[src/rtl/rob_pkg.sv]
// Shared types, sizes and tag/index helpers for the reorder buffer.
// Tag 0 means "no producer"; entry i owns tag i+1.
package rob_pkg;

    localparam int unsigned ROB_SIZE = 16;
    localparam int unsigned TAG_W    = 5;
    localparam int unsigned IDX_W    = (ROB_SIZE > 1) ? $clog2(ROB_SIZE) : 1;
    localparam int unsigned CNT_W    = $clog2(ROB_SIZE + 1);

    typedef logic [TAG_W-1:0] tag_t;
    typedef logic [IDX_W-1:0] idx_t;
    typedef logic [CNT_W-1:0] cnt_t;

    localparam tag_t TAG_NONE = '0;

    typedef struct packed {
        logic        busy;
        logic        ready;
        logic [4:0]  rd;
        logic [31:0] v;
        logic        mispredict;
        logic [31:0] target_pc;
    } rob_entry_t;

    function automatic tag_t idx_to_tag(input idx_t idx);
        return tag_t'(idx) + tag_t'(1);
    endfunction

    function automatic idx_t tag_to_idx(input tag_t tag);
        return idx_t'(tag - tag_t'(1));
    endfunction

    // Tags above ROB_SIZE do not name any entry and must never index the array.
    function automatic logic tag_in_range(input tag_t tag);
        return (tag != TAG_NONE) && (32'(tag) <= ROB_SIZE);
    endfunction

    function automatic idx_t idx_inc(input idx_t idx);
        return (32'(idx) == ROB_SIZE - 1) ? '0 : idx + idx_t'(1);
    endfunction

endpackage

[src/rtl/rob_query.sv]
// Single operand-tag lookup into the reorder buffer entries.
// With ROB_QUERY_FWD_EN defined, a same-cycle CDB writeback is forwarded combinationally.
module rob_query
    import rob_pkg::*;
(
    input  tag_t        query_tag_i,
    input  rob_entry_t  entries_i [ROB_SIZE],
    input  logic        wb_flag_i,
    input  tag_t        wb_tag_i,
    input  logic [31:0] wb_v_i,
    output logic        ready_o,
    output logic [31:0] v_o
);

    rob_entry_t entry;

    always_comb begin
        ready_o = 1'b0;
        v_o     = '0;
        entry   = '0;
        if (tag_in_range(query_tag_i)) begin
            entry = entries_i[tag_to_idx(query_tag_i)];
            if (entry.busy) begin
                if (entry.ready) begin
                    ready_o = 1'b1;
                    v_o     = entry.v;
                end
`ifdef ROB_QUERY_FWD_EN
                if (wb_flag_i && (wb_tag_i == query_tag_i)) begin
                    ready_o = 1'b1;
                    v_o     = wb_v_i;
                end
`endif
            end
        end
    end

`ifndef ROB_QUERY_FWD_EN
    logic unused_wb;
    assign unused_wb = ^{wb_flag_i, wb_tag_i, wb_v_i};
`endif

endmodule

[src/rtl/reorder_buffer.sv]
// In-order retirement buffer: allocates rename tags, records CDB results, retires the head
// and flushes on a mispredicted branch. Optional same-cycle query forwarding: ROB_QUERY_FWD_EN.
module reorder_buffer
    import rob_pkg::*;
(
    input  logic             clk_in,
    input  logic             rst_in,
    input  logic             rdy_in,
    input  logic             en_signal_from_dispatcher,
    input  logic [4:0]       rd_from_dispatcher,
    input  logic             is_branch_from_dispatcher,
    output logic             full_to_dispatcher,
    output logic [TAG_W-1:0] Q_to_dispatcher,
    input  logic [TAG_W-1:0] Q1_query_from_dispatcher,
    input  logic [TAG_W-1:0] Q2_query_from_dispatcher,
    output logic             ready1_to_dispatcher,
    output logic             ready2_to_dispatcher,
    output logic [31:0]      V1_to_dispatcher,
    output logic [31:0]      V2_to_dispatcher,
    input  logic             wb_flag_from_cdb,
    input  logic [TAG_W-1:0] wb_Q_from_cdb,
    input  logic [31:0]      wb_V_from_cdb,
    input  logic             wb_mispredict_from_cdb,
    input  logic [31:0]      wb_target_pc_from_cdb,
    output logic             commit_flag_to_regfile,
    output logic [4:0]       rd_to_regfile,
    output logic [TAG_W-1:0] Q_to_regfile,
    output logic [31:0]      V_to_regfile,
    output logic             rollback_flag_to_all,
    output logic [31:0]      target_pc_to_fetch
);

    rob_entry_t  entries_q [ROB_SIZE];
    rob_entry_t  entries_d [ROB_SIZE];
    idx_t        head_q, head_d;
    idx_t        tail_q, tail_d;
    cnt_t        count_q, count_d;

    logic        commit_flag_q, commit_flag_d;
    logic [4:0]  commit_rd_q, commit_rd_d;
    tag_t        commit_tag_q, commit_tag_d;
    logic [31:0] commit_v_q, commit_v_d;
    logic        rollback_q, rollback_d;
    logic [31:0] target_pc_q, target_pc_d;

    logic        full;
    logic        do_alloc;
    logic        do_commit;
    logic        do_rollback;
    logic        wb_hit;
    idx_t        wb_idx;
    rob_entry_t  head_entry;

    // Branch-ness is implied by the CDB reporting a mispredict for that tag.
    logic unused_is_branch;
    assign unused_is_branch = is_branch_from_dispatcher;

    assign full            = (32'(count_q) == ROB_SIZE);
    assign head_entry      = entries_q[head_q];
    assign wb_idx          = tag_to_idx(wb_Q_from_cdb);

    always_comb begin
        do_alloc    = rdy_in && en_signal_from_dispatcher && !full;
        do_commit   = rdy_in && head_entry.busy && head_entry.ready;
        do_rollback = do_commit && head_entry.mispredict;
        wb_hit      = 1'b0;
        if (rdy_in && wb_flag_from_cdb && tag_in_range(wb_Q_from_cdb)) begin
            wb_hit = entries_q[wb_idx].busy;
        end
    end

    always_comb begin
        entries_d     = entries_q;
        head_d        = head_q;
        tail_d        = tail_q;
        count_d       = count_q;
        commit_flag_d = 1'b0;
        rollback_d    = 1'b0;
        commit_rd_d   = commit_rd_q;
        commit_tag_d  = commit_tag_q;
        commit_v_d    = commit_v_q;
        target_pc_d   = target_pc_q;

        if (wb_hit) begin
            entries_d[wb_idx].ready      = 1'b1;
            entries_d[wb_idx].v          = wb_V_from_cdb;
            entries_d[wb_idx].mispredict = wb_mispredict_from_cdb;
            entries_d[wb_idx].target_pc  = wb_target_pc_from_cdb;
        end

        if (do_alloc) begin
            entries_d[tail_q].busy       = 1'b1;
            entries_d[tail_q].ready      = 1'b0;
            entries_d[tail_q].rd         = rd_from_dispatcher;
            entries_d[tail_q].v          = '0;
            entries_d[tail_q].mispredict = 1'b0;
            entries_d[tail_q].target_pc  = '0;
            tail_d                       = idx_inc(tail_q);
        end

        if (do_commit) begin
            entries_d[head_q].busy = 1'b0;
            head_d                 = idx_inc(head_q);
            commit_flag_d          = 1'b1;
            commit_rd_d            = head_entry.rd;
            commit_tag_d           = idx_to_tag(head_q);
            commit_v_d             = head_entry.v;
        end

        if (do_rollback) begin
            // Flush wins over any same-cycle allocate or writeback.
            rollback_d  = 1'b1;
            target_pc_d = head_entry.target_pc;
            for (int i = 0; i < ROB_SIZE; i++) begin
                entries_d[i].busy = 1'b0;
            end
            head_d  = '0;
            tail_d  = '0;
            count_d = '0;
        end else begin
            count_d = count_q + cnt_t'(do_alloc) - cnt_t'(do_commit);
        end
    end

    always_ff @(posedge clk_in or negedge rst_in) begin
        if (!rst_in) begin
            entries_q     <= '{default: '0};
            head_q        <= '0;
            tail_q        <= '0;
            count_q       <= '0;
            commit_flag_q <= 1'b0;
            commit_rd_q   <= '0;
            commit_tag_q  <= '0;
            commit_v_q    <= '0;
            rollback_q    <= 1'b0;
            target_pc_q   <= '0;
        end else begin
            entries_q     <= entries_d;
            head_q        <= head_d;
            tail_q        <= tail_d;
            count_q       <= count_d;
            commit_flag_q <= commit_flag_d;
            commit_rd_q   <= commit_rd_d;
            commit_tag_q  <= commit_tag_d;
            commit_v_q    <= commit_v_d;
            rollback_q    <= rollback_d;
            target_pc_q   <= target_pc_d;
        end
    end

    assign full_to_dispatcher     = full;
    assign Q_to_dispatcher        = idx_to_tag(tail_q);
    assign commit_flag_to_regfile = commit_flag_q;
    assign rd_to_regfile          = commit_rd_q;
    assign Q_to_regfile           = commit_tag_q;
    assign V_to_regfile           = commit_v_q;
    assign rollback_flag_to_all   = rollback_q;
    assign target_pc_to_fetch     = target_pc_q;

    rob_query u_query1 (
        .query_tag_i (Q1_query_from_dispatcher),
        .entries_i   (entries_q),
        .wb_flag_i   (wb_flag_from_cdb),
        .wb_tag_i    (wb_Q_from_cdb),
        .wb_v_i      (wb_V_from_cdb),
        .ready_o     (ready1_to_dispatcher),
        .v_o         (V1_to_dispatcher)
    );

    rob_query u_query2 (
        .query_tag_i (Q2_query_from_dispatcher),
        .entries_i   (entries_q),
        .wb_flag_i   (wb_flag_from_cdb),
        .wb_tag_i    (wb_Q_from_cdb),
        .wb_v_i      (wb_V_from_cdb),
        .ready_o     (ready2_to_dispatcher),
        .v_o         (V2_to_dispatcher)
    );

endmodule

[config.mk]
export PLATFORM = sky130hd
export DESIGN_NAME = reorder_buffer
export DESIGN_NICKNAME = d
export VERILOG_FILES = /design/src/rtl/rob_pkg.sv /design/src/rtl/rob_query.sv /design/src/rtl/reorder_buffer.sv
export SDC_FILE = /design/constraint.sdc
export NUM_CORES = 2
export LEC_CHECK = 0
export BUFFER_PORTS_ARGS = -buffer_cell sky130_fd_sc_hd__buf_4
export CAP_MARGIN = 40
export CORE_MARGIN = 5
export CORE_UTILIZATION = 40
export CTS_CLUSTER_SIZE = 14
export DETAILED_ROUTE_END_ITERATION = 12
export GPL_TIMING_DRIVEN = 0
export PLACE_DENSITY = 0.6
export SKIP_CTS_REPAIR_TIMING = 1
export SYNTH_ARGS = -nofsm -noshare
export SYNTH_HDL_FRONTEND = slang
export SYNTH_SLANG_ARGS = --single-unit
[constraint.sdc]
create_clock -name clk_in -period 4.8 [get_ports clk_in]
set_input_delay 0.24 -clock clk_in [delete_from_list [all_inputs] [get_ports clk_in]]
set_output_delay 0.24 -clock clk_in [all_outputs]
set_load 0.03 [all_outputs]
== After elaboration in Yosys (flattened, before gate mapping) ==
Cells that the tools add are included.
Word-level totals
  register bits: 1241
  output and inout bits: 148
Operators by class
  add/subtract/negate cells: 9
  order comparisons: 11
  eq/ne operators: 3
  mux-type cells: 86
  bitwise operators: 5
  reduce and logical (&&, ||, !) cells: 19
Operator list (count)
  $bwmux 1152: 11
  $mux 1152: 3
  $demux 72 s4: 11
  $bmux 72 s4: 4
  $mux 72: 10
  $mux 32: 8
  $mux 71: 2
  $mux 65: 2
  $mux 70: 1
  $mux 33: 2
  $ge 5x5->1 const B: 5
  $mux 1: 25
  $not 4->5: 5
  $mux 4: 6
  $le 5x5->1 const B: 3
  $lt 5x1->1 const B: 3
  $reduce_bool 5->1: 3
  $logic_and 1x1->1: 13
  $sub 4x1->4 const B: 3
  $add 4x1->5 const B: 2
  $add 4x1->4 const B: 2
  $eq 4x4->1 const B: 2
  $add 5x1->5: 1
  $eq 5x5->1 const B: 1
  4 further kinds: 5

== Logic depth before layout (Yosys ltp) ==
  depth after elaboration: 21
  mapped depth: 18

== Modules after synthesis ==
From an unflattened synthesis, not the netlist that was laid out.
Unflattened totals
  cells, all modules: 6642
  area total of the unflattened synthesis: 70497.6 um^2
Modules (own cells, without submodules)
  reorder_buffer: instances 1, cells each 5872, area an instance 61101.1 um^2, sequential area each 31054.8 um^2
  rob_query: instances 2, cells each 385, area an instance 4698.3 um^2, sequential area each 0.0 um^2

== Worst setup path before layout ==
No wires, ideal clock.
  path kind: reg2reg
  start: register head_q[1]
  end: register count_q[4]
  arrival time: 3.318 ns
  path slack: 1.361 ns
  stages on the path, launching flop included: 17
  buffers on the path: 2
  period minus slack after synthesis: 3.439 ns
  cells stage by stage: dfrtp_1 > mux4_1 > mux2_2 > o2111a_2 > nand2_4 > inv_2 > buf_6 > buf_6 > ha_1 > inv_1 > ha_1 > fa_1 > a21oi_1 > nor2_1 > nor2_1 > xnor2_1 > nor2_1
Between the ends
  longest elaborated chain between the ends: 8
  elaborated cells between the ends (all ways): 9
  those cells by class: add/sub: 1; mux: 4; bitwise: 1; reduce/logical: 3
RTL lines
  start: declaration: RTL line reorder_buffer.sv:35  | idx_t head_q, head_d;
  start signal: assignment: RTL line reorder_buffer.sv:128  | head_q <= '0;
  start signal: assignment: RTL line reorder_buffer.sv:139  | head_q <= head_d;
  $not 4->5 (not written as such) (*): RTL line reorder_buffer.sv:59  | assign head_entry = entries_q[head_q];
  $bmux 72 s4 (*): RTL line reorder_buffer.sv:59
  $mux 72 (not written as such) (*) (2 in series): RTL line reorder_buffer.sv:59
  $logic_and 1x1->1 (2 in series): RTL line reorder_buffer.sv:64  | do_commit = rdy_in && head_entry.busy && head_entry.ready;
  $sub 5x1->5 / $logic_and 1x1->1 (equally long branches): RTL line reorder_buffer.sv:121, reorder_buffer.sv:65
  $mux 5 (*): RTL line reorder_buffer.sv:110  | if (do_rollback) begin
  via count_d[4]: RTL line reorder_buffer.sv:37  | cnt_t count_q, count_d;
  end signal: assignment: RTL line reorder_buffer.sv:141  | count_q <= count_d;
  end: declaration: RTL line reorder_buffer.sv:37
The timed path passes the listed nets; every way through them passes the cells marked *. The select of a mux whose other input is x is not followed.
A chain may end at the register's enable or synchronous reset.

== Final worst setup path ==
  start: input Q1_query_from_dispatcher[0]
  end: output V1_to_dispatcher[28]
Between the ends
  longest elaborated chain between the ends: 8
  elaborated cells between the ends (all ways): 11
  those cells by class: add/sub: 1; order compare: 1; mux: 6; bitwise: 1; reduce/logical: 2
RTL lines
  start: declaration: RTL line reorder_buffer.sv:14  | input logic [TAG_W-1:0] Q1_query_from_dispatcher,
  $sub 4x1->4: RTL line rob_pkg.sv:30  | return idx_t'(tag - tag_t'(1));
  $not 4->5 (not written as such): RTL line rob_query.sv:22  | entry = entries_i[tag_to_idx(query_tag_i)];
  $bmux 72 s4: RTL line rob_query.sv:22
  $mux 72 (not written as such) (2 in series): RTL line rob_query.sv:22
  $mux 32: RTL line rob_query.sv:24  | if (entry.ready) begin
  $mux 32: RTL line rob_query.sv:23  | if (entry.busy) begin
  $mux 32 (*): RTL line rob_query.sv:21  | if (tag_in_range(query_tag_i)) begin
  end: declaration: RTL line reorder_buffer.sv:18  | output logic [31:0] V1_to_dispatcher,
Mark *: on every way between the ends. The rest lies on a longest branch, timed or not. The select of a mux whose other input is x is not followed.

==> impl_metrics.toml <==
[outcome]
status = "finished, final reports clean"

[worst_setup_path]
r2r-end = "V_to_regfile[2]"
worstPathRequired_ps = 4560
crit_family = "buffers and inverters"
reg2reg_depth = 7
worstSetupPathType = "primary input to output port"
crit_path_end_kind = "output port"
cp_slowest_cell = "clkbuf_2"
critical-path-max-stage-delay_ps = 730
worst-path-buf-inv = 6
cp.arrival_ps = 4520
crit_fanout = 10
crit_chain = "buf_4 > inv_2 > ha_1 > buf_2 > clkbuf_2 > clkbuf_2 > mux4_2 > mux4_2 > and2_1 > buf_4"
cp-start-kind = "primary input"
r2r_slack_ps = 310
r2r-start = "head_q[0]"

[placement]
dp.cells = 8774
place_congestion = 1.104
portBuffers = 170
dp_hpwl_microns = 364400

[route]
drt-total-wl_microns = 462800
routedWlPerCell_microns = 50.58
routed-via-count = 64260
ant_nets = 0
dr.first_iter.drc_count = 10600
drt-pass1-iter-count = 7
remaining_drc_errors = 0
vias_per_cell = 7.023

[clocking]
root_buffer = "clkbuf_16"
clock-sinks = 1241
cts_tree = "yes"
cts-htree-levels = 4
clock_latency_ps = 880
cts.path.max_buffers = 3
clk_pin_slew_worst_paths_ps = 50
cts_buffers = 151

[floorplan]
start_util = 0.4012
die_height_microns = 424.6
core_area_sq_mm = 0.1714
row_count = 152
dieArea_sq_mm = 0.1802
ios = 239
die_w_microns = 424.6

[synthesis]
ys.flop_type = "dfrtp_1"
yosysSeqAreaShare = 0.4518
synth.cell_area_sq_mm = 0.06874
synth.distinct_cells = 54
synth_top_family_by_area = "multiplexers"
netlist.area_leader.share = 0.4518
synthMuxAreaShare = 0.2918
synth_top_area_cell = "dfrtp_1"
yosys.area_share.adder = 0.004478
postSynthCellCount = 6041
syn_area_per_cell_sq_um = 11.38
synth-simple-area-share = 0.1113
yosys_warnings = 0
synth_edf_count = 0
synthArstFlopShare = 1.000
synth.area.top_cells = "dfrtp_1, mux4_2, nand2_1"
synth-xor-area-share = 0.002039
ys_ff_latch = 1241
synth_compound_area_frac = 0.09092
syn-num-nets = 6156

[timing]
period_minus_slack_ps = 4755
maxSlewHeadroom = 0.2631
period_share = 0.9906
holdWs_ps = 7.792
max_freq_mhz = 210.3
hold_violations = 0
fin_setup_tns_ps = 0
worst_pin_slew_ps = 1105
setup_viol = 0
slew_viol_final = 0
rsz0062_at_grt = "no"
clock-skew-final_ps = 45.79

[grt]
grt_pass1_wl_microns = 599100
grt_antenna_before_repair = 76
grt_pass1_vias = 59800
overflow = 0
grt_max_degree = 169
grt_usage = 0.5066

[finish]
mostFrequentLayoutCell = "dfrtp_1"
drive_above_1_share = 0.2556
layout_common_cells = "dfrtp_1, nand2_1, a21oi_1, mux4_2, clkbuf_1"
finalNetCount = 6780
fillers = 15800
area_growth_pct = 19.58
regArea_sq_mm = 0.03105
stdcell_count = 9151
multi_input_area_sq_mm = 0.03443

[power_and_ir_drop]
switchingPower_mw = 14.87
ir_worst_vdd_v = 0.0005071
pwr-share-clk = 0.321
p_comb_frac = 0.334
power.internal_mw = 22.91
leakagePower_nw = 36.40
share_seq_of_total_power = 0.345
pwr_density_cell_mw_per_mm2 = 459.7
finalPower_mw = 37.79
switching_share = 0.3936

[run]
max_cap_violations = 0

[min_path]
hp-class = "primary input to async pin"
-- synth_stat cells (2+ instances only) --
| cell | number |
|---|---|
| nor3b_1 | 2 |
| inv_2 | 4 |
| mux2_2 | 126 |
| o2bb2ai_1 | 2 |
| mux2i_1 | 265 |
| ha_1 | 23 |
| mux4_2 | 689 |
| nor2_1 | 312 |
| clkbuf_1 | 471 |
| buf_6 | 17 |
| inv_1 | 25 |
| dfrtp_1 | 1241 |
| and4_1 | 3 |
| nand3_1 | 15 |
| xor2_1 | 4 |
| o21ai_0 | 3 |
| nand4_1 | 267 |
| nand2_1 | 1063 |
| and3_1 | 24 |
| nor3_1 | 3 |
| a21oi_1 | 793 |
| a311oi_1 | 14 |
| buf_1 | 106 |
| and2_1 | 69 |
| nor2b_1 | 5 |
| mux2_4 | 28 |
| o31ai_1 | 261 |
| buf_2 | 161 |
| a31oi_1 | 7 |
| or2_2 | 3 |
| xnor2_1 | 12 |
-- worst max path at each step --
stage	from	end	slack, ps	cells after the start
6_report	Q1_query_from_dispatcher[0]	V1_to_dispatcher[28]	40	10
5_1_grt	entries_q[934]	V1_to_dispatcher[27]	140	8
3_5_place_dp	Q1_query_from_dispatcher[0]	V1_to_dispatcher[28]	20	10
2_1_floorplan	head_q[1]	count_q[4]	1360	16
3_3_place_gp	rst_in	entries_q[728]	-13240	1
4_1_cts	entries_q[1006]	V2_to_dispatcher[2]	-110	8
-- power groups by stage --
stage / Combinational [mW] / Sequential, mW / Clock [mW]
global route: 12.6 / 13.1 / 12.5
finish: 12.6 / 13.0 / 12.1
global placement: 11.4 / 13.1 / 0
floorplan: 6.27 / 12.6 / 0
detailed placement: 12.0 / 13.1 / 0
CTS: 12.1 / 12.9 / 12.1
-- per-stage QoR --
stage	area, sq um	util	setup WS [ps]
2_1_floorplan	68740	-	1361
3_3_place_gp	72910	0.4255	-13240
3_5_place_dp	76470	0.4463	22.04
4_1_cts	81560	0.4760	-108.8
5_1_grt	82100	0.4791	144.1
6_report	82200	0.4797	44.91
-- routing by layer --
metal  part of all wire  wire length (microns)  global-route usage
met1               0.35                 161400              0.6122
met2               0.40                 184400              0.6827
met3               0.14                  65650              0.2296
met4               0.11                  51050              0.4308
met5            0.00065                    301            0.005645
-- worst register-to-register path, cell delays in order, from the launching register on --
cell and delay (ps):
dfrtp_1 370, buf_2 370, buf_2 690, buf_2 830, clkbuf_1 680, mux4_2 580, mux4_2 540, mux2_2 280
-- layout make-up --
cell class                      instances  share of cell area
Clock buffer                          219             0.05285
Multi-Input combinational cell       4014              0.4188
Sequential cell                      1241              0.3778
Tap cell                             2310             0.03516
Inverter                               31            0.001446
Clock inverter                         49            0.009102
Antenna cell                           61            0.001857
Timing Repair Buffer                  471             0.06400
Buffer                                755             0.03901
-- cell families (layout without fill, tap and decap cells) --
group / Yosys count / after routing
simple gates: 1772 / 1772
xor+xnor: 16 / 16
mux: 1110 / 1110
compound gates: 1092 / 1092
other cells: 0 / 61
fa+ha+maj: 24 / 24
flops: 1241 / 1241
buf+inv: 786 / 1525
-- sequential cells by signal, indices dropped and copies added (netlist names), named ones only --
| name | cells |
|---|---|
| entries_q | 1072 |
| V_to_regfile | 32 |
| target_pc_to_fetch | 32 |
| Q_to_regfile | 5 |
| count_q | 5 |
| rd_to_regfile | 5 |
| head_q | 4 |
| tail_q | 4 |
| commit_flag_to_regfile | 1 |
| rollback_flag_to_all | 1 |
(Power assumes the default switching activity.)
